## src/rtl/alu_resp_scoreboard.sv

```systemverilog
// alu_resp_scoreboard: in-order expected/observed ALU result checker with counters and timeout.
// Define ALU_SB_EQV_CHECK_EN to also store and compare the eqv (A=B) bit.
//
// state  | meaning
// IDLE   | queue empty, idle timer held at load value
// WAIT   | entries pending, timer counts down on cycles without act_valid_i
// TMO    | timeout seen, timeout_err_o held, scoring continues until clear/reset
module alu_resp_scoreboard #(
  parameter int W       = 4,
  parameter int DEPTH   = 8,
  parameter int TIMEOUT = 16
) (
  input  logic                     clk,
  input  logic                     rst_n,
  input  logic                     clear_i,
  input  logic                     exp_valid_i,
  output logic                     exp_ready_o,
  input  logic [W-1:0]             exp_f_i,
  input  logic                     exp_cout_i,
  input  logic                     exp_eqv_i,
  input  logic                     act_valid_i,
  input  logic [W-1:0]             act_f_i,
  input  logic                     act_cout_i,
  input  logic                     act_eqv_i,
  output logic [$clog2(DEPTH):0]   level_o,
  output logic [15:0]              pass_cnt_o,
  output logic [15:0]              fail_cnt_o,
  output logic                     mismatch_o,
  output logic                     orphan_o,
  output logic                     err_sticky_o,
  output logic [15:0]              first_fail_idx_o,
  output logic                     timeout_err_o
);

  localparam int AW = $clog2(DEPTH);
  localparam int LW = AW + 1;
  localparam int TW = $clog2(TIMEOUT + 1);
  localparam logic [TW-1:0] TMR_LOAD = TW'(TIMEOUT);
  localparam logic [15:0]   IDX_NONE = 16'hFFFF;

`ifdef ALU_SB_EQV_CHECK_EN
  localparam int EW = W + 2;
  logic [EW-1:0] exp_ent, act_ent;
  assign exp_ent = {exp_eqv_i, exp_cout_i, exp_f_i};
  assign act_ent = {act_eqv_i, act_cout_i, act_f_i};
`else
  localparam int EW = W + 1;
  logic [EW-1:0] exp_ent, act_ent;
  logic          unused_eqv;
  assign exp_ent    = {exp_cout_i, exp_f_i};
  assign act_ent    = {act_cout_i, act_f_i};
  assign unused_eqv = exp_eqv_i ^ act_eqv_i;
`endif

  typedef enum logic [1:0] {S_IDLE, S_WAIT, S_TMO} state_t;

  state_t        state_q, state_d;
  logic [TW-1:0] tmr_q, tmr_d;
  logic [AW-1:0] wr_ptr_q, wr_ptr_d, rd_ptr_q, rd_ptr_d;
  logic [LW-1:0] level_q, level_d;
  logic [15:0]   pass_cnt_q, pass_cnt_d, fail_cnt_q, fail_cnt_d;
  logic [15:0]   cmp_idx_q, cmp_idx_d, ffi_q, ffi_d;
  logic          mismatch_q, mismatch_d, orphan_q, orphan_d, err_q, err_d;
  logic [EW-1:0] mem_q [DEPTH];
  logic          push, pop, orphan_now, hit, fail_now;

  // Only entries stored before this cycle are visible to the compare, so a
  // same-cycle push into an empty queue does not rescue an act.
  assign exp_ready_o = (level_q != LW'(DEPTH));
  assign push        = exp_valid_i && exp_ready_o;
  assign pop         = act_valid_i && (level_q != '0);
  assign orphan_now  = act_valid_i && (level_q == '0);
  assign hit         = (mem_q[rd_ptr_q] == act_ent);
  assign fail_now    = orphan_now || (pop && !hit);

  always_ff @(posedge clk) begin
    if (push && !clear_i) mem_q[wr_ptr_q] <= exp_ent;
  end

  always_comb begin
    wr_ptr_d   = wr_ptr_q;
    rd_ptr_d   = rd_ptr_q;
    pass_cnt_d = pass_cnt_q;
    fail_cnt_d = fail_cnt_q;
    cmp_idx_d  = cmp_idx_q;
    ffi_d      = ffi_q;
    err_d      = err_q;
    mismatch_d = fail_now;
    orphan_d   = orphan_now;
    level_d    = level_q + LW'(push) - LW'(pop);
    if (push) wr_ptr_d = wr_ptr_q + AW'(1);
    if (pop)  rd_ptr_d = rd_ptr_q + AW'(1);
    if (pop && hit && (pass_cnt_q != 16'hFFFF)) pass_cnt_d = pass_cnt_q + 16'd1;
    if (fail_now && (fail_cnt_q != 16'hFFFF))   fail_cnt_d = fail_cnt_q + 16'd1;
    if (act_valid_i && (cmp_idx_q != 16'hFFFF)) cmp_idx_d  = cmp_idx_q + 16'd1;
    if (fail_now) begin
      err_d = 1'b1;
      if (!err_q) ffi_d = cmp_idx_q;
    end
    if (clear_i) begin
      wr_ptr_d   = '0;
      rd_ptr_d   = '0;
      level_d    = '0;
      pass_cnt_d = '0;
      fail_cnt_d = '0;
      cmp_idx_d  = '0;
      ffi_d      = IDX_NONE;
      err_d      = 1'b0;
      mismatch_d = 1'b0;
      orphan_d   = 1'b0;
    end
  end

  always_comb begin
    state_d = state_q;
    tmr_d   = tmr_q;
    case (state_q)
      S_IDLE: begin
        tmr_d = TMR_LOAD;
        if (push) state_d = S_WAIT;
      end
      S_WAIT: begin
        if (level_d == '0) begin
          state_d = S_IDLE;
          tmr_d   = TMR_LOAD;
        end else if (act_valid_i) begin
          tmr_d = TMR_LOAD;
        end else if (tmr_q <= TW'(1)) begin
          state_d = S_TMO;
        end else begin
          tmr_d = tmr_q - TW'(1);
        end
      end
      S_TMO:   tmr_d = TMR_LOAD;
      default: state_d = S_IDLE;
    endcase
    if (clear_i) begin
      state_d = S_IDLE;
      tmr_d   = TMR_LOAD;
    end
  end

  always_ff @(posedge clk or negedge rst_n) begin
    if (!rst_n) begin
      state_q    <= S_IDLE;
      tmr_q      <= TMR_LOAD;
      wr_ptr_q   <= '0;
      rd_ptr_q   <= '0;
      level_q    <= '0;
      pass_cnt_q <= '0;
      fail_cnt_q <= '0;
      cmp_idx_q  <= '0;
      ffi_q      <= IDX_NONE;
      err_q      <= 1'b0;
      mismatch_q <= 1'b0;
      orphan_q   <= 1'b0;
    end else begin
      state_q    <= state_d;
      tmr_q      <= tmr_d;
      wr_ptr_q   <= wr_ptr_d;
      rd_ptr_q   <= rd_ptr_d;
      level_q    <= level_d;
      pass_cnt_q <= pass_cnt_d;
      fail_cnt_q <= fail_cnt_d;
      cmp_idx_q  <= cmp_idx_d;
      ffi_q      <= ffi_d;
      err_q      <= err_d;
      mismatch_q <= mismatch_d;
      orphan_q   <= orphan_d;
    end
  end

  assign level_o          = level_q;
  assign pass_cnt_o       = pass_cnt_q;
  assign fail_cnt_o       = fail_cnt_q;
  assign mismatch_o       = mismatch_q;
  assign orphan_o         = orphan_q;
  assign err_sticky_o     = err_q;
  assign first_fail_idx_o = ffi_q;
  assign timeout_err_o    = (state_q == S_TMO);

endmodule

```

## config.mk

```make
export PLATFORM = sky130hd
export DESIGN_NAME = alu_resp_scoreboard
export DESIGN_NICKNAME = d
export VERILOG_FILES = /design/src/rtl/alu_resp_scoreboard.sv
export SDC_FILE = /design/constraint.sdc
export NUM_CORES = 1
export LEC_CHECK = 0
export BUFFER_PORTS_ARGS = -buffer_cell sky130_fd_sc_hd__buf_2
export CAP_MARGIN = 20
export CORE_ASPECT_RATIO = 1.4
export CORE_UTILIZATION = 45
export DETAILED_ROUTE_END_ITERATION = 7
export GPL_TIMING_DRIVEN = 0
export HOLD_SLACK_MARGIN = 0.05
export SLEW_MARGIN = 10
export SYNTH_ARGS = -nofsm -noshare
export SYNTH_HDL_FRONTEND = slang
export SYNTH_SLANG_ARGS = --single-unit
```

## constraint.sdc

```tcl
create_clock -name clk -period 9.3 [get_ports clk]
set_input_delay 0 -clock clk [delete_from_list [all_inputs] [get_ports clk]]
set_output_delay 0 -clock clk [all_outputs]
set_load 0.005 [all_outputs]
```

Yosys cells after proc, flatten, opt, wreduce, memory -nomap -nowiden
Memory sizes are Yosys's and may differ from the RTL's. Cells that the tools add are included.

$add $sub $neg: 8. Order comparisons: 1. Equal/unequal tests: 13. Multiplexer cells: 31. Reduce and logical (&&, ||, !) cells: 27.

Operators with widths (number): $mux 16 (9); $add 16x1->16 const B (3); $ne 16x16->1 const B (3); $mux 5 (4); $mux 3 (4); $ne 4x4->1 const B (3); $reduce_bool 2->1 (6); $mux 2 (5); $pmux 5 s2 (1); $logic_and 1x1->1 (9); $logic_not 4->1 (2); $add 3x1->3 const B (2); $mux 1 (6); $pmux 2 s3 (1); $eq 5x5->1 (1); $le 5x1->1 const B (1); $ne 5x5->1 const B (1); $sub 5x1->5 const B (1); $add 4x1->4 (1); $mux 4 (1); $ne 2x2->1 const B (2); $reduce_and 2->1 (2); $reduce_and 4->1 (1); $reduce_bool 4->1 (1); 9 further kinds (10).

Bits in registers: 84. RAM bits: 40. Output and inout port bits: 57. Logic and storage cells: 93. Memories kept: 1.

Memory list: mem_q (depth 8, bits a word 5, read ports 1, clocked after memory_dff 0, write ports 1, line 64) `logic [EW-1:0] mem_q [DEPTH];`.

Depth between registers and ports, before layout
Gate-level depths: netlist (run 1).

Word-level depth: 9. Mapped depth: 15.

Worst setup path after synthesis (run 1)
OpenSTA, ideal clock, no wires.

Path kind: flip-flop to flip-flop. From: reg level_q[2] (netlist: level_o[2]). To: reg tmr_q[3]. Arrival: 3.191 ns. Data required time: 9.179 ns. Slack: 5.988 ns. Stages on the path, launching flop included: 16. Clock period less this slack: 3.312 ns. Path through: dfrtp_1 > inv_1 > ha_1 > or3b_2 > nand2_1 > inv_1 > ha_1 > inv_1 > ha_1 > fa_1 > xnor2_1 > nor2_1 > o41ai_1 > or2_2 > o21ai_0 > o2bb2ai_1.

Longest elaborated chain between the ends: 9. Elaborated cells between the ends (all ways): 13. Classes of those cells: 2 x add/sub; 2 x eq/ne; 4 x mux; 5 x reduce/logical.

RTL lines: start, declared (line 60) `logic [LW-1:0] level_q, level_d;`; start signal, assigned (line 162) `level_q <= level_d;`; $ne 4x4->1 (line 69) `assign exp_ready_o = (level_q != LW'(DEPTH));`; $logic_and 1x1->1 (line 70) `assign push = exp_valid_i && exp_ready_o;`; $add 4x1->4 (line 90) `level_d = level_q + LW'(push) - LW'(pop);`; $sub 4x1->4 * (line 90); $mux 4 * (line 100) `if (clear_i) begin`; via level_d[2] (line 60); $logic_not 4->1 * (line 123) `if (level_d == '0) begin`; $mux 5 (line 123); $pmux 5 s2 (line 117) `case (state_q)`; $mux 5 (line 137) `if (clear_i) begin`; end signal, assigned (line 159) `tmr_q <= tmr_d;`; end, declared (line 58) `logic [TW-1:0] tmr_q, tmr_d;`.

The timed path passes the listed nets; every way through them passes the cells marked *. A chain may end at the register's enable or synchronous reset.

Worst setup path after layout (run 1)
From: reg level_q[2] (netlist: level_o[2]). To: reg tmr_q[1].

The elaborated chain is that of the path after synthesis.

==> results.txt, run 1 <==
- Run status: finished, violations left
- The checks that failed: DRC.
- In this run the tightest slew margin relative to its limit is 0.3636.
- For the pin with the worst max-slew slack, the measured transition is 0.9474 ns.
- Cells after DPL: just over 700
- The finished cells cover roughly 7100 um2.
- Pin count of the biggest net entering global routing: 44
* Number of distinct library cell variants in the gate-level netlist after synthesis: slightly below 60
- Power density cells: approximately 230 nW/um2
- Number of H-tree branching levels: 4
- Share of total power in combinational logic: 0.189
* Worst clock skew on the final layout: between 0.005 and 0.006 ns
- Max Freq: around 260 MHz
- Number of antenna-violating nets in the routed design: 0
* Setup-failing EPs final: 0
* Share of synthesized area occupied by flip-flops and latches: 0.5674
- Each instance of the synthesized netlist takes up on average roughly 12 um2.
- Cells taking the most area after synthesis: sky130_fd_sc_hd__dfrtp_1 (29%), sky130_fd_sc_hd__edfxtp_1 (20%), sky130_fd_sc_hd__dfstp_2 (7.6%), sky130_fd_sc_hd__mux2i_1 (3.4%), sky130_fd_sc_hd__nor2_1 (3.4%)
- Layout-stage area growth over the synthesis result: 21.23%
* Critical Path Start Type: flip-flop
- The number of antenna diodes in the final layout is 0.
- For this run, the leading register cell type out of synthesis is sky130_fd_sc_hd__dfrtp_1.
- DRT Wirelength: between 10000 and 15000 um
* Crit path setup slack, layout: about 5.5 ns
* Number of setup buffers added after CTS: 0
* Overall power consumption: between 1.5 and 2 mW
* HPWL after detailed placement: between 9000 and 10000 um
- Port buffer count: 70
* Relative contribution of the clock network to total power: 0.413
* Clock sink count: approximately 120
- Filler-free cell count of the finished design: about 770
- Number of buffers on the longest clock path: 2
* Clk Tree Root Cell: sky130_fd_sc_hd__clkbuf_16
* Worst slack, placed: about 5.5 ns
* Total count of hold-check failures in the final report: 0
* Drt wl/cell: between 15 and 20 um
- Die area: around 13000 um2
- Clk_lat worst skew: slightly above 0.4 ns
- The first detailed-routing pass took 8 iterations.
- The congestion estimate from routability-driven global placement came to 0.7845.
- Proportion of power drawn by flip-flops and latches: 0.397
- Async set-reset flop share out of synthesis: 0.6774
- Final-report max-slew violation count: 0
* Yosys reg bits: approximately 120
- The number of global-route vias before repair came to ~4200.
- P_int: about 1.2 mW
- Clock edge transition at the registers on the reported setup and hold paths: 0.06 ns
- Counting flops with a built-in enable in the synthesized netlist gives 40.
- For the worst setup path, the data arrival time is between 4 and 5 ns.
- Cell area after placement: 6424 um2
* IO Pins: 74
* Clock buffer count from CTS: 17
* Number of nets in the layout: 631
- Mapped Area: approximately 6000 um2
* Final worst path period need: approximately 3.8 ns
- Synth Net Count: around 530
- Horizontal die dimension: roughly 100 um
* Crit Path Category: flip-flop to flip-flop
- Switching Power: roughly 430 uW
- Number of antenna violations at the first check in global routing: 0
- Library cell occupying the most area in the post-synthesis netlist: sky130_fd_sc_hd__dfrtp_1
* Final total negative setup slack: 0 ns
- Worst setup EP type: flip-flop
- The first global-routing pass estimated 20980 um of wire.
* CTS tree: built
- Std-Cell Rows: 49
- The path class of the tightest hold or removal check is primary input to async pin.
- The first routing iteration left between 200 and 250 violations.
- Dividing the detail-routed via count by the number of cells gives around 5.6.
- For this configuration, the core starts out at a cell density of 0.4595.
- Of all nets on the critical path, the largest fanout is 4.
- After global routing the overflow that remains totals 0.
- Across all layers, the routed design uses around 4300 vias.
- Leaving out fill and tap cells, the most frequent cell in the layout is sky130_fd_sc_hd__buf_2.
- Of the post-synthesis cell area, the dominant cell type holds 0.2861.
* Commonest non-fill, non-tap cells in the layout: sky130_fd_sc_hd__buf_2 (71), sky130_fd_sc_hd__dfrtp_1 (67), sky130_fd_sc_hd__nor2_1 (53)
- In the final layout, the share of cells above drive strength 1 is 0.2382.
- Measured along the y axis, the die boundary spans ~140 um.
* Peak supply drop: 0.1287 mV
* Number of synthesis warnings: 0
- Unrepaired setup endpoints after global routing: false
* Data required time of the critical path: 9.59 ns
- The core region is approximately 13000 um2.
- Global-route usage over all layers: 0.2050
- Static leakage: approximately 2.9 nW
* Post-synthesis cell count: around 500
- Post-route DRC violation count: 6
* Share of total power consumed by net switching: 0.2716
* Tcrit/Tclk final: 0.4075
- MaxCap Viol Count: 0
[power by group through the flow]
stage / sequential, mW / clock [mW] / combinational (mW)
2_1_floorplan: 0.642 / 0 / 0.215
3_3_place_gp: 0.644 / 0 / 0.294
3_5_place_dp: 0.645 / 0 / 0.302
4_1_cts: 0.636 / 0.677 / 0.310
5_1_grt: 0.641 / 0.696 / 0.341
6_report: 0.636 / 0.662 / 0.303
[critical path, cell delays in order, from the launching register on]
cell,delay [ns]
sky130_fd_sc_hd__dfrtp_1,0.37
sky130_fd_sc_hd__inv_1,0.10
sky130_fd_sc_hd__ha_1,0.15
sky130_fd_sc_hd__or3b_2,0.50
sky130_fd_sc_hd__nand2_1,0.19
sky130_fd_sc_hd__inv_1,0.12
sky130_fd_sc_hd__ha_1,0.29
sky130_fd_sc_hd__inv_1,0.04
sky130_fd_sc_hd__ha_1,0.21
sky130_fd_sc_hd__fa_1,0.38
sky130_fd_sc_hd__xnor2_1,0.16
sky130_fd_sc_hd__nor2_1,0.09
sky130_fd_sc_hd__o41ai_1,0.59
sky130_fd_sc_hd__or3_1,0.26
sky130_fd_sc_hd__nand2b_1,0.15
sky130_fd_sc_hd__o22ai_1,0.09
[cells in the mapped netlist (6+ instances only)]
master                     instances
sky130_fd_sc_hd__dfstp_2          17
sky130_fd_sc_hd__a21oi_1          26
sky130_fd_sc_hd__o22a_1           16
sky130_fd_sc_hd__nand4_1          12
sky130_fd_sc_hd__nor2b_1           6
sky130_fd_sc_hd__ha_1             13
sky130_fd_sc_hd__edfxtp_1         40
sky130_fd_sc_hd__or3_1            21
sky130_fd_sc_hd__clkbuf_1          7
sky130_fd_sc_hd__o21ai_0          21
sky130_fd_sc_hd__nor4_1            6
sky130_fd_sc_hd__dfrtp_1          67
sky130_fd_sc_hd__nand3_1          25
sky130_fd_sc_hd__xor2_1           20
sky130_fd_sc_hd__nor2_1           53
sky130_fd_sc_hd__xnor2_1          11
sky130_fd_sc_hd__mux2i_1          20
sky130_fd_sc_hd__inv_1            16
sky130_fd_sc_hd__nand2_1          28
sky130_fd_sc_hd__nor3_1            9
[worst paths after layout]
path | start | to | slack [ns] | depth (start not counted)
setup / recovery | level_o[2] | tmr_q[1] | 5.51 | 15
hold reg to reg | state_q[1] | state_q[0] | 0.48 | 1
setup reg to reg | level_o[2] | tmr_q[1] | 5.51 | 15
min in group clk | act_valid_i | orphan_o | 0.14 | 2
hold / removal | rst_n | cmp_idx_q[4] | 0.13 | 2
max in group asynchronous | rst_n | first_fail_idx_o[10] | 8.49 | 3
[through the flow]
stage               utilization  hold WS [ns]
detailed placement       0.5037       0.03530
finish                   0.5570        0.1294
global route             0.5570        0.1673
floorplan                     -       -0.2956
global placement         0.5020        0.2273
CTS                      0.5570        0.1204
[repair_timing]
| action | CTS | global route |
|---|---|---|
| endpoints found under the hold margin | 121 | 0 |
| hold buffers | 8 | 0 |
| resized for setup | 0 | 0 |
[flip-flops by register name, indices dropped and copies added (netlist names)]
| signal | cells |
|---|---|
| wr_ptr_q | 3 |
| mem_q | 40 |
| mismatch_o | 1 |
| cmp_idx_q | 16 |
| state_q | 2 |
| tmr_q | 5 |
| first_fail_idx_o | 16 |
| orphan_o | 1 |
| pass_cnt_o | 16 |
| err_sticky_o | 1 |
| fail_cnt_o | 16 |
| level_o | 4 |
| rd_ptr_q | 3 |
[layer usage]
layer / global-route usage / vias up / wire length, um
li1: - / 2026 / -
met4: 0.09121 / 0 / 291
met5: 0 / - / 0
met1: 0.2388 / 2113 / 5226
met2: 0.3638 / 90 / 7024
met3: 0.04341 / 27 / 467
[cells by family (layout without fill, tap and decap cells)]
logic type / count (synthesis) / in the layout / share of synthesized area
simple gates: 184 / 184 / 0.1617
flops: 124 / 124 / 0.5674
compound gates: 85 / 85 / 0.09502
fa+ha+maj: 14 / 14 / 0.03118
buf+inv: 35 / 146 / 0.03481
mux: 29 / 29 / 0.06363
xor+xnor: 31 / 31 / 0.04634
[final cells by class]
cell class | instances | area, um2
Fill cell | 1104 | 5649
Sequential cell | 124 | 3324
Multi-Input combinational cell | 343 | 2331
Timing Repair Buffer | 79 | 452.9
Clock buffer | 17 | 425.4
Tap cell | 153 | 191.4
Clock inverter | 15 | 173.9
Buffer | 19 | 143.9
Inverter | 16 | 60.06
No activity file was read; power rests on OpenSTA's default activity.
==> run 2, diff against run 1 <==
--- a/config.mk
+++ b/config.mk
@@ -5,6 +5,7 @@
 export SDC_FILE = /design/constraint.sdc
 export NUM_CORES = 1
 export LEC_CHECK = 0
+export ABC_AREA = 1
 export BUFFER_PORTS_ARGS = -buffer_cell sky130_fd_sc_hd__buf_2
 export CAP_MARGIN = 20
 export CORE_ASPECT_RATIO = 1.4
==> constraint.sdc (replaced) <==
create_clock -name clk -period 3.6 [get_ports clk]
set_input_delay 0 -clock clk [delete_from_list [all_inputs] [get_ports clk]]
set_output_delay 0 -clock clk [all_outputs]
set_load 0.005 [all_outputs]
==> results.txt, run 2 <==
- Run status: finished clean (was finished, violations left)
- Reg2Reg Launch Point: level_o[2] (unchanged)
- Routed length on met1: 6821 um (was 5226 um)
- Total count of hold-check failures in the final report: 0 (unchanged)
* FILL cells: 1313 (was 1104)
- Initial standard-cell utilization of the core: 0.4593 (was 0.4595)
- Gp weighted congestion: 0.8876 (was 0.7845)
- The total congestion overflow was 0 (unchanged).
- The category of the critical setup timing path is flip-flop to flip-flop (unchanged).
- The end of the worst register-to-register path is tmr_q[4] (was tmr_q[1]).
* Layout-stage area growth over the synthesis result: 19.91% (was 21.23%)
- The clock tree skew after final layout came to 0.008698 ns (was 0.005372 ns).
- The worst hold path class is primary input to async pin (unchanged).
- Clock edge transition at the registers on the reported setup and hold paths: 0.06 ns (about the same)
- Final-report max-slew violation count: 0 (unchanged)
- Number of antenna diodes: 0 (unchanged)
- Number of buffers on the longest clock path: 2 (unchanged)
* Area of the multi-input gates: 2819 um2 (was 2331 um2)
- The slew at the pin closest to its max-slew limit is 0.6440 ns (was 0.9474 ns).
- Post-route DRC violation count: 0 (was 6)
- Number of H-tree branching levels: 4 (unchanged)
- The detailed router's first-iteration violation count was 265 (was 206).
* Critical path peak fanout: 9 (was 4)
* Vias: 5657 (was 4256)
- The total of warnings raised by yosys is 0 (unchanged).
- Power density cells: 539.0 nW/um2 (was 225.4 nW/um2)
* Data required time of the critical path: 3.94 ns (was 9.59 ns)
- Commonest non-fill, non-tap cells in the layout: sky130_fd_sc_hd__nand2_1 (224), sky130_fd_sc_hd__nand3_1 (100), sky130_fd_sc_hd__nor2_1 (82) (was sky130_fd_sc_hd__buf_2 (71), sky130_fd_sc_hd__dfrtp_1 (67), sky130_fd_sc_hd__nor2_1 (53)).
* Amount of wire on met3 after detailed routing: 484 um (was 467 um)
- The average wire length per cell after detail routing is 14.63 um (was 16.98 um).
- Max Freq: 303.1 MHz (was 263.8 MHz)
* Post-synthesis cell count: 800 (was 502)
- The wire length of the first global-routing pass is 26940 um (was 20980 um).
- The pin count of the biggest net entering global routing is 63 (was 44).
* Die area: 15170 um2 (was 13490 um2)
- Std-Cell Rows: 52 (was 49)
- Static leakage: 3.760 nW (was 2.900 nW)
- Clock sink count: 124 (unchanged)
- IO Pins: 74 (unchanged)
* Critical Path Start Type: flip-flop (unchanged)
- The final cell count without fillers is 1102 (was 766).
- The final period demand of the worst path was 3.299 ns (was 3.790 ns).
- The portion of the post-synthesis area used by sequential elements was 0.5034 (was 0.5674).
- Clk_lat worst skew: 0.40 ns (was 0.41 ns)
* Tcrit/Tclk final: 0.9164 (was 0.4075)
- The fraction of final layout cells with drive strength greater than 1 was 0.1829 (was 0.2382).
- Drt pass-1 iters: 4 (was 8)
- Number of synthesized flops with an enable pin: 40 (unchanged)
- Overall power consumption: 4.268 mW (was 1.601 mW)
* Final total negative setup slack: 0 ns (unchanged)
- The count of placed standard cells including taps came to 1059 (was 726).
- The maximum VDD drop came to 0.2686 mV (was 0.1287 mV).
- The number of input and output port buffers inserted is 69 (was 70).
* Mapped Area: 6604 um2 (was 5859 um2)
- The cell with the most instances after synthesis is sky130_fd_sc_hd__nand2_1 (was sky130_fd_sc_hd__dfrtp_1).
- The average instance area after synthesis came to 8.255 um2 (was 11.67 um2).
- The fraction of registers with async set or reset after synthesis came to 0.6774 (unchanged).
* Overall die height: 145.3 um (was 137.0 um)
* Number of global-route vias before repair: 5639 (was 4210)
- Yosys reg bits: 124 (unchanged)
* Number of nets in the layout: 931 (was 631)
- The sum of met2 wire segment lengths after detailed routing came to 8446 um (was 7024 um).
* Setup-failing EPs final: 0 (unchanged)
* Number of setup buffers added after CTS: 0 (unchanged)
- Post-synth top cells: sky130_fd_sc_hd__nand2_1 (225), sky130_fd_sc_hd__nand3_1 (100), sky130_fd_sc_hd__nor2_1 (83), sky130_fd_sc_hd__inv_1 (80), sky130_fd_sc_hd__dfrtp_1 (67) (was sky130_fd_sc_hd__dfrtp_1 (67), sky130_fd_sc_hd__nor2_1 (53), sky130_fd_sc_hd__edfxtp_1 (40), sky130_fd_sc_hd__nand2_1 (28), sky130_fd_sc_hd__a21oi_1 (26)).
* Core Footprint: 14380 um2 (was 12750 um2)
- Horizontal die dimension: 104.4 um (was 98.44 um)
* CTS tree: built (unchanged)
- Clk Tree Root Cell: sky130_fd_sc_hd__clkbuf_16 (unchanged)
* Storage cell area: 3324 um2 (unchanged)
- The distinct cell type count of the synthesized netlist came to 42 (was 59).
- Register ranked first by flip-flop count: mem_q (unchanged)
- Cells taking the most area after synthesis: sky130_fd_sc_hd__dfrtp_1 (25%), sky130_fd_sc_hd__edfxtp_1 (18%), sky130_fd_sc_hd__nand2_1 (13%), sky130_fd_sc_hd__nand3_1 (7.6%), sky130_fd_sc_hd__dfstp_2 (6.8%) (was sky130_fd_sc_hd__dfrtp_1 (29%), sky130_fd_sc_hd__edfxtp_1 (20%), sky130_fd_sc_hd__dfstp_2 (7.6%), sky130_fd_sc_hd__mux2i_1 (3.4%), sky130_fd_sc_hd__nor2_1 (3.4%))
* DR vias/cell: 5.133 (was 5.556)
* MaxCap Viol Count: 0 (unchanged)
* Worst reg-to-reg path cell count: 19 (was 15)
* Clock buffer count from CTS: 17 (unchanged)
- HPWL after detailed placement: 11850 um (was 9197 um)
- Worst endpoint data arrival time: 3.64 ns (was 4.08 ns)
- Uppermost metal layer occupied by signal nets: met4 (unchanged)
- The aggregate routed wire length is 16120 um (was 13010 um).
* Most frequent standard cell in the layout excluding fill and tap cells: sky130_fd_sc_hd__nand2_1 (was sky130_fd_sc_hd__buf_2)
- Number of antenna-violating nets in the routed design: 0 (unchanged)
- The proportion of netlist area held by the largest area contributor was 0.2539 (was 0.2861).
- The setup slack of the worst register-to-register path was 0.30 ns (was 5.51 ns).
- The leading area contributor after synthesis is sky130_fd_sc_hd__dfrtp_1 (unchanged).
- The endpoint type of the worst setup path is a flip-flop (unchanged).
* Global-route usage over all layers: 0.2235 (was 0.2050)
* Synth Net Count: 831 (was 533)
- The flip-flop count of the largest register after layout was 40 (unchanged).
- The headroom to the max-slew limit was 0.5707 (was 0.3636).
- Number of antenna violations at the first check in global routing: 0 (unchanged)
* Share of the core filled with cells in the final layout: 0.5507 (was 0.5570)
* Flip-flop cell with the highest count after synthesis: sky130_fd_sc_hd__dfrtp_1 (unchanged)
run 2: cell count changes after synthesis, sizes merged, moves of 20 or more:
cell,change
nand2,+212
nand3,+78
inv,+68
nor2,+35
or3,-21
mux2i,-20
run 2: cell type report:
class	count	area share
plain buffers	25	0.01959
clock buffers	19	0.05467
clock inverters	13	0.01833
inverters	84	0.03982
multi-input cells	567	0.3560
flip-flops and latches	124	0.4198
well taps	189	0.02986
repair buffers	81	0.06194
run 2: critical path, cell delays in order (launching register included):
cell and delay (ns):
sky130_fd_sc_hd__dfrtp_1 0.37, sky130_fd_sc_hd__inv_1 0.12, sky130_fd_sc_hd__ha_1 0.16, sky130_fd_sc_hd__nand3_1 0.19, sky130_fd_sc_hd__inv_1 0.16, sky130_fd_sc_hd__nor2_4 0.07
sky130_fd_sc_hd__ha_1 0.30, sky130_fd_sc_hd__inv_1 0.05, sky130_fd_sc_hd__ha_1 0.20, sky130_fd_sc_hd__fa_1 0.43, sky130_fd_sc_hd__inv_1 0.07, sky130_fd_sc_hd__nor2_1 0.05
sky130_fd_sc_hd__nor3_1 0.21, sky130_fd_sc_hd__nand2_1 0.12, sky130_fd_sc_hd__nand2_1 0.12, sky130_fd_sc_hd__nor2_1 0.06, sky130_fd_sc_hd__nand3_1 0.12, sky130_fd_sc_hd__nand2_2 0.13
sky130_fd_sc_hd__or2_0 0.23, sky130_fd_sc_hd__nand3_1 0.09
run 2: where the power goes:
part           switching [mW]  leakage (nW)  internal, mW
logic                   0.614          2.03         0.347
registers              0.0864          1.46          1.58
clock network           0.620         0.274          1.02
run 2: how the worst max path moves through the flow:
stage	from	end	slack [ns]	cells after the start
6_report	level_o[2]	tmr_q[4]	0.30	19
3_3_place_gp	level_o[3]	tmr_q[4]	0.12	19
2_1_floorplan	level_o[2]	tmr_q[4]	0.66	19
5_1_grt	level_o[3]	tmr_q[4]	-0.03	20
3_5_place_dp	level_o[2]	tmr_q[4]	0.02	19
4_1_cts	level_o[2]	tmr_q[4]	0.001	19
run 2: cells by family after synthesis:
logic type,after synthesis,share of synthesized area
DFF,124,0.5034
and+or+nand+nor,477,0.3259
xor gates and xnor gates,19,0.02520
AOI/OAI and AO/OA,57,0.04661
adders and majority gates,14,0.02766
buffers and inverters,109,0.07124
run 2: stage by stage:
step	area, um2	hold WS (ns)	setup slack (ns)
2_1_floorplan	6604	-0.2956	0.6570
3_3_place_gp	7186	0.2958	0.1159
3_5_place_dp	7216	-0.06609	0.02245
4_1_cts	7894	0.1275	0.001235
5_1_grt	7919	0.1622	-0.03289
6_report	7919	0.1385	0.3009
run 2: what timing repair did:
item / 4_1_cts / 5_1_grt
hold buffers: 10 / 0
gates resized for setup: 0 / 3
endpoints found under the hold margin: 115 / 0
endpoints found under the setup margin: 0 / 5
run 2: metal layers:
metal  track usage  vias up
met5             0        -
met2        0.3964      112
met4       0.09857        0
met1        0.2605     2712
met3       0.04254       23
li1              -     2810
==> run 3, diff against run 2 <==
==> constraint.sdc (replaced) <==
create_clock -name clk -period 3.6 [get_ports clk]
set_input_delay 0.72 -clock clk [delete_from_list [all_inputs] [get_ports clk]]
set_output_delay 0.72 -clock clk [all_outputs]
set_load 0.005 [all_outputs]
==> results.txt, run 3 (synthesis results as in run 2) <==
- Register ranked first by flip-flop count: mem_q (unchanged)
- The antenna diode count is 0 (unchanged).
- The number of global-route vias before repair came to 5620 (was 5639).
* Delay of the slowest cell on the worst path: 0.43 ns (about the same)
- The total chip power came to 4.259 mW (was 4.268 mW).
- The worst hold path class was primary input to async pin (unchanged).
* Clk_lat worst skew: 0.41 ns (was 0.40 ns)
- Layout-stage area growth over the synthesis result: 18.17% (was 19.91%)
- Gp weighted congestion: 0.8876 (unchanged)
- The pin count of the biggest net entering global routing was 63 (unchanged).
- Relative contribution of the clock network to total power: 0.386 (was 0.385)
- The CTS clock-pin slew for the worst setup and hold paths is 0.06 ns (about the same).
* Worst clock skew on the final layout: 0.009097 ns (was 0.008698 ns)
- Worst hold slack across all endpoints: 0.2209 ns (was 0.1385 ns)
- Max Freq: 303.5 MHz (was 303.1 MHz)
* Number of antenna violations at the first check in global routing: 1 (was 0)
- The flip-flop count of the largest register after layout came to 40 (unchanged).
- The number of rows created at floorplan came to 52 (unchanged).
- Final-report max-slew violation count: 0 (unchanged)
* Switching Power: 1.320 mW (about the same)
- The horizontal die dimension is 104.4 um (unchanged).
* P_int: 2.939 mW (was 2.948 mW)
- Critical-path cell list: inv_1, ha_1, nand3_1, inv_1, nor2_4, ha_1, inv_1, ha_1, fa_1, inv_1, nor2_1, nor3_1, nand2_1, nand2_1, nor2_1, nand3_1, nand2_2, or2_0, nand3_1 (unchanged).
* Global-route usage over all layers: 0.2232 (was 0.2235)
* Core Footprint: 14380 um2 (unchanged)
- IO Pins: 74 (unchanged)
- The startpoint kind of the worst setup timing path was a flip-flop (unchanged).
* Critical path peak fanout: 9 (unchanged)
- The final antenna-violating net count was 0 (unchanged).
* Clk Tree Root Cell: sky130_fd_sc_hd__clkbuf_16 (unchanged)
- Relative slew slack: 0.5784 (was 0.5707)
- The category of the critical setup timing path is flip-flop to flip-flop (unchanged).
* Clock sink count: 124 (unchanged)
- Post-route DRC violation count: 0 (unchanged)
- The average wire length per cell after detail routing is 14.67 um (was 14.63 um).
- Share of the core filled with cells in the final layout: 0.5427 (was 0.5507)
- The final HPWL from detailed placement came to 11850 um (unchanged).
- Starting DRT DRC Count: 287 (was 265)
* Number of buffers on the longest clock path: 2 (unchanged)
* DRT Wirelength: 16000 um (was 16120 um)
- The number of filler cells placed in the layout is 1326 (was 1313).
- The routed via count divided by cell count is 5.157 (was 5.133).
- The final cell count without fillers is 1091 (was 1102).
* Data required time of the critical path: 3.94 ns (about the same)
- The final sum of negative setup slack is 0 ns (unchanged).
- The CTS tree was built (unchanged).
- The fraction of power spent switching nets came to 0.3099 (was 0.3093).
- The endpoint type of the worst setup path is a flip-flop (unchanged).
* Drt pass-1 iters: 6 (was 4)
- Wire length of the first global-routing pass: 26880 um (was 26940 um)
* Remaining global-route overflow: 0 (unchanged)
* Tightest Pin Transition: 0.6324 ns (was 0.6440 ns)
- Run status: finished clean (unchanged).
- The most common library cell in the layout ignoring fill and taps was sky130_fd_sc_hd__nand2_1 (unchanged).
- Share of total power in combinational logic: 0.223 (was 0.225)
- Initial standard-cell utilization of the core: 0.4593 (unchanged)
* Cell area after placement: 7216 um2 (unchanged)
- Number of H-tree branching levels: 4 (unchanged)
- The largest delay contributor family on the critical path was simple AND/OR/NAND/NOR gates (unchanged).
- The cell area after layout is 7804 um2 (was 7919 um2).
- The area of the die came to 15170 um2 (unchanged).
- Final worst path period need: 3.295 ns (was 3.299 ns)
- Worst slack, placed: -0.3046 ns (was 0.02245 ns)
- The number of buffers created by CTS is 17 (unchanged).
* Static leakage: 3.711 nW (was 3.760 nW)
- Overall die height: 145.3 um (unchanged)
- The maximum VDD drop is 0.2690 mV (was 0.2686 mV).
* Cells after DPL: 1059 (unchanged)
- Total count of hold-check failures in the final report: 0 (unchanged)
* Tcrit/Tclk final: 0.9153 (was 0.9164)
* Ratio of cells with drive above 1 in the final layout: 0.1840 (was 0.1829)
* MaxCap Viol Count: 0 (unchanged)
- Worst endpoint data arrival time: 3.64 ns (about the same)
* Power density cells: 545.8 nW/um2 (was 539.0 nW/um2)
- The worst-path cell with the longest stage delay is sky130_fd_sc_hd__fa_1 (unchanged).
- The final critical-path setup slack came to 0.3049 ns (was 0.3009 ns).
- Setup-failing EPs final: 0 (unchanged)
- Vias: 5626 (was 5657)
- Number of buffer and inverter instances along the worst setup path: 4 (unchanged)
* Commonest non-fill, non-tap cells in the layout: sky130_fd_sc_hd__nand2_1 (224), sky130_fd_sc_hd__nand3_1 (100), sky130_fd_sc_hd__nor2_1 (82) (unchanged)
- Number of nets in the layout: 920 (was 931)
- The most frequent cell on the critical path is sky130_fd_sc_hd__inv_1 (unchanged).
- The fraction of power consumed by sequential logic was 0.391 (was 0.390).
- Port buffer count: 69 (unchanged)
-- run 3: changes by cell type in the layout (fill, tap and decap cells not counted), sizes merged --
cell | previous run | this run
dlygate4sd3 | 10 | 0
buf | 87 | 86
-- run 3: final timing paths --
kind,from,endpoint,slack [ns],cells after the start
hold / removal,rst_n,fail_cnt_o[3],0.22,1
hold reg to reg,first_fail_idx_o[13],first_fail_idx_o[13],0.48,2
setup reg to reg,level_o[2],tmr_q[4],0.30,19
setup / recovery,level_o[2],tmr_q[4],0.30,19
max in group asynchronous,rst_n,tmr_q[4],2.72,2
min in group clk,first_fail_idx_o[13],first_fail_idx_o[13],0.48,2
-- run 3: repair_timing --
action / CTS / global route
gates resized for setup: 0 / 3
setup endpoints to repair: 0 / 5
buffers inserted: 0 / 0
hold buffers: 0 / 0
endpoints found under the hold margin: 0 / 0
-- run 3: power by group through the flow --
stage	sequential, mW	combinational [mW]	clock, mW
floorplan	1.67	0.659	0
global placement	1.68	0.923	0
detailed placement	1.69	0.950	0
CTS	1.66	0.956	1.67
global route	1.68	1.09	1.74
finish	1.67	0.950	1.64
-- run 3: area by class of cell --
class                   instances  area (um2)  share of cell area
clock buffers                  19       432.9             0.05548
inverters                      84       315.3             0.04040
multi-input cells             567        2819              0.3612
well taps                     189       236.5             0.03030
clock inverters                13       145.1             0.01860
plain buffers                  25       155.1             0.01988
repair buffers                 70       375.4             0.04810
flip-flops and latches        124        3324              0.4260
-- run 3: per-layer routing --
layer | wire, um | track usage
met5 | 0 | 0
met2 | 8403 | 0.3937
met4 | 347 | 0.1007
met1 | 6596 | 0.2602
met3 | 656 | 0.04389
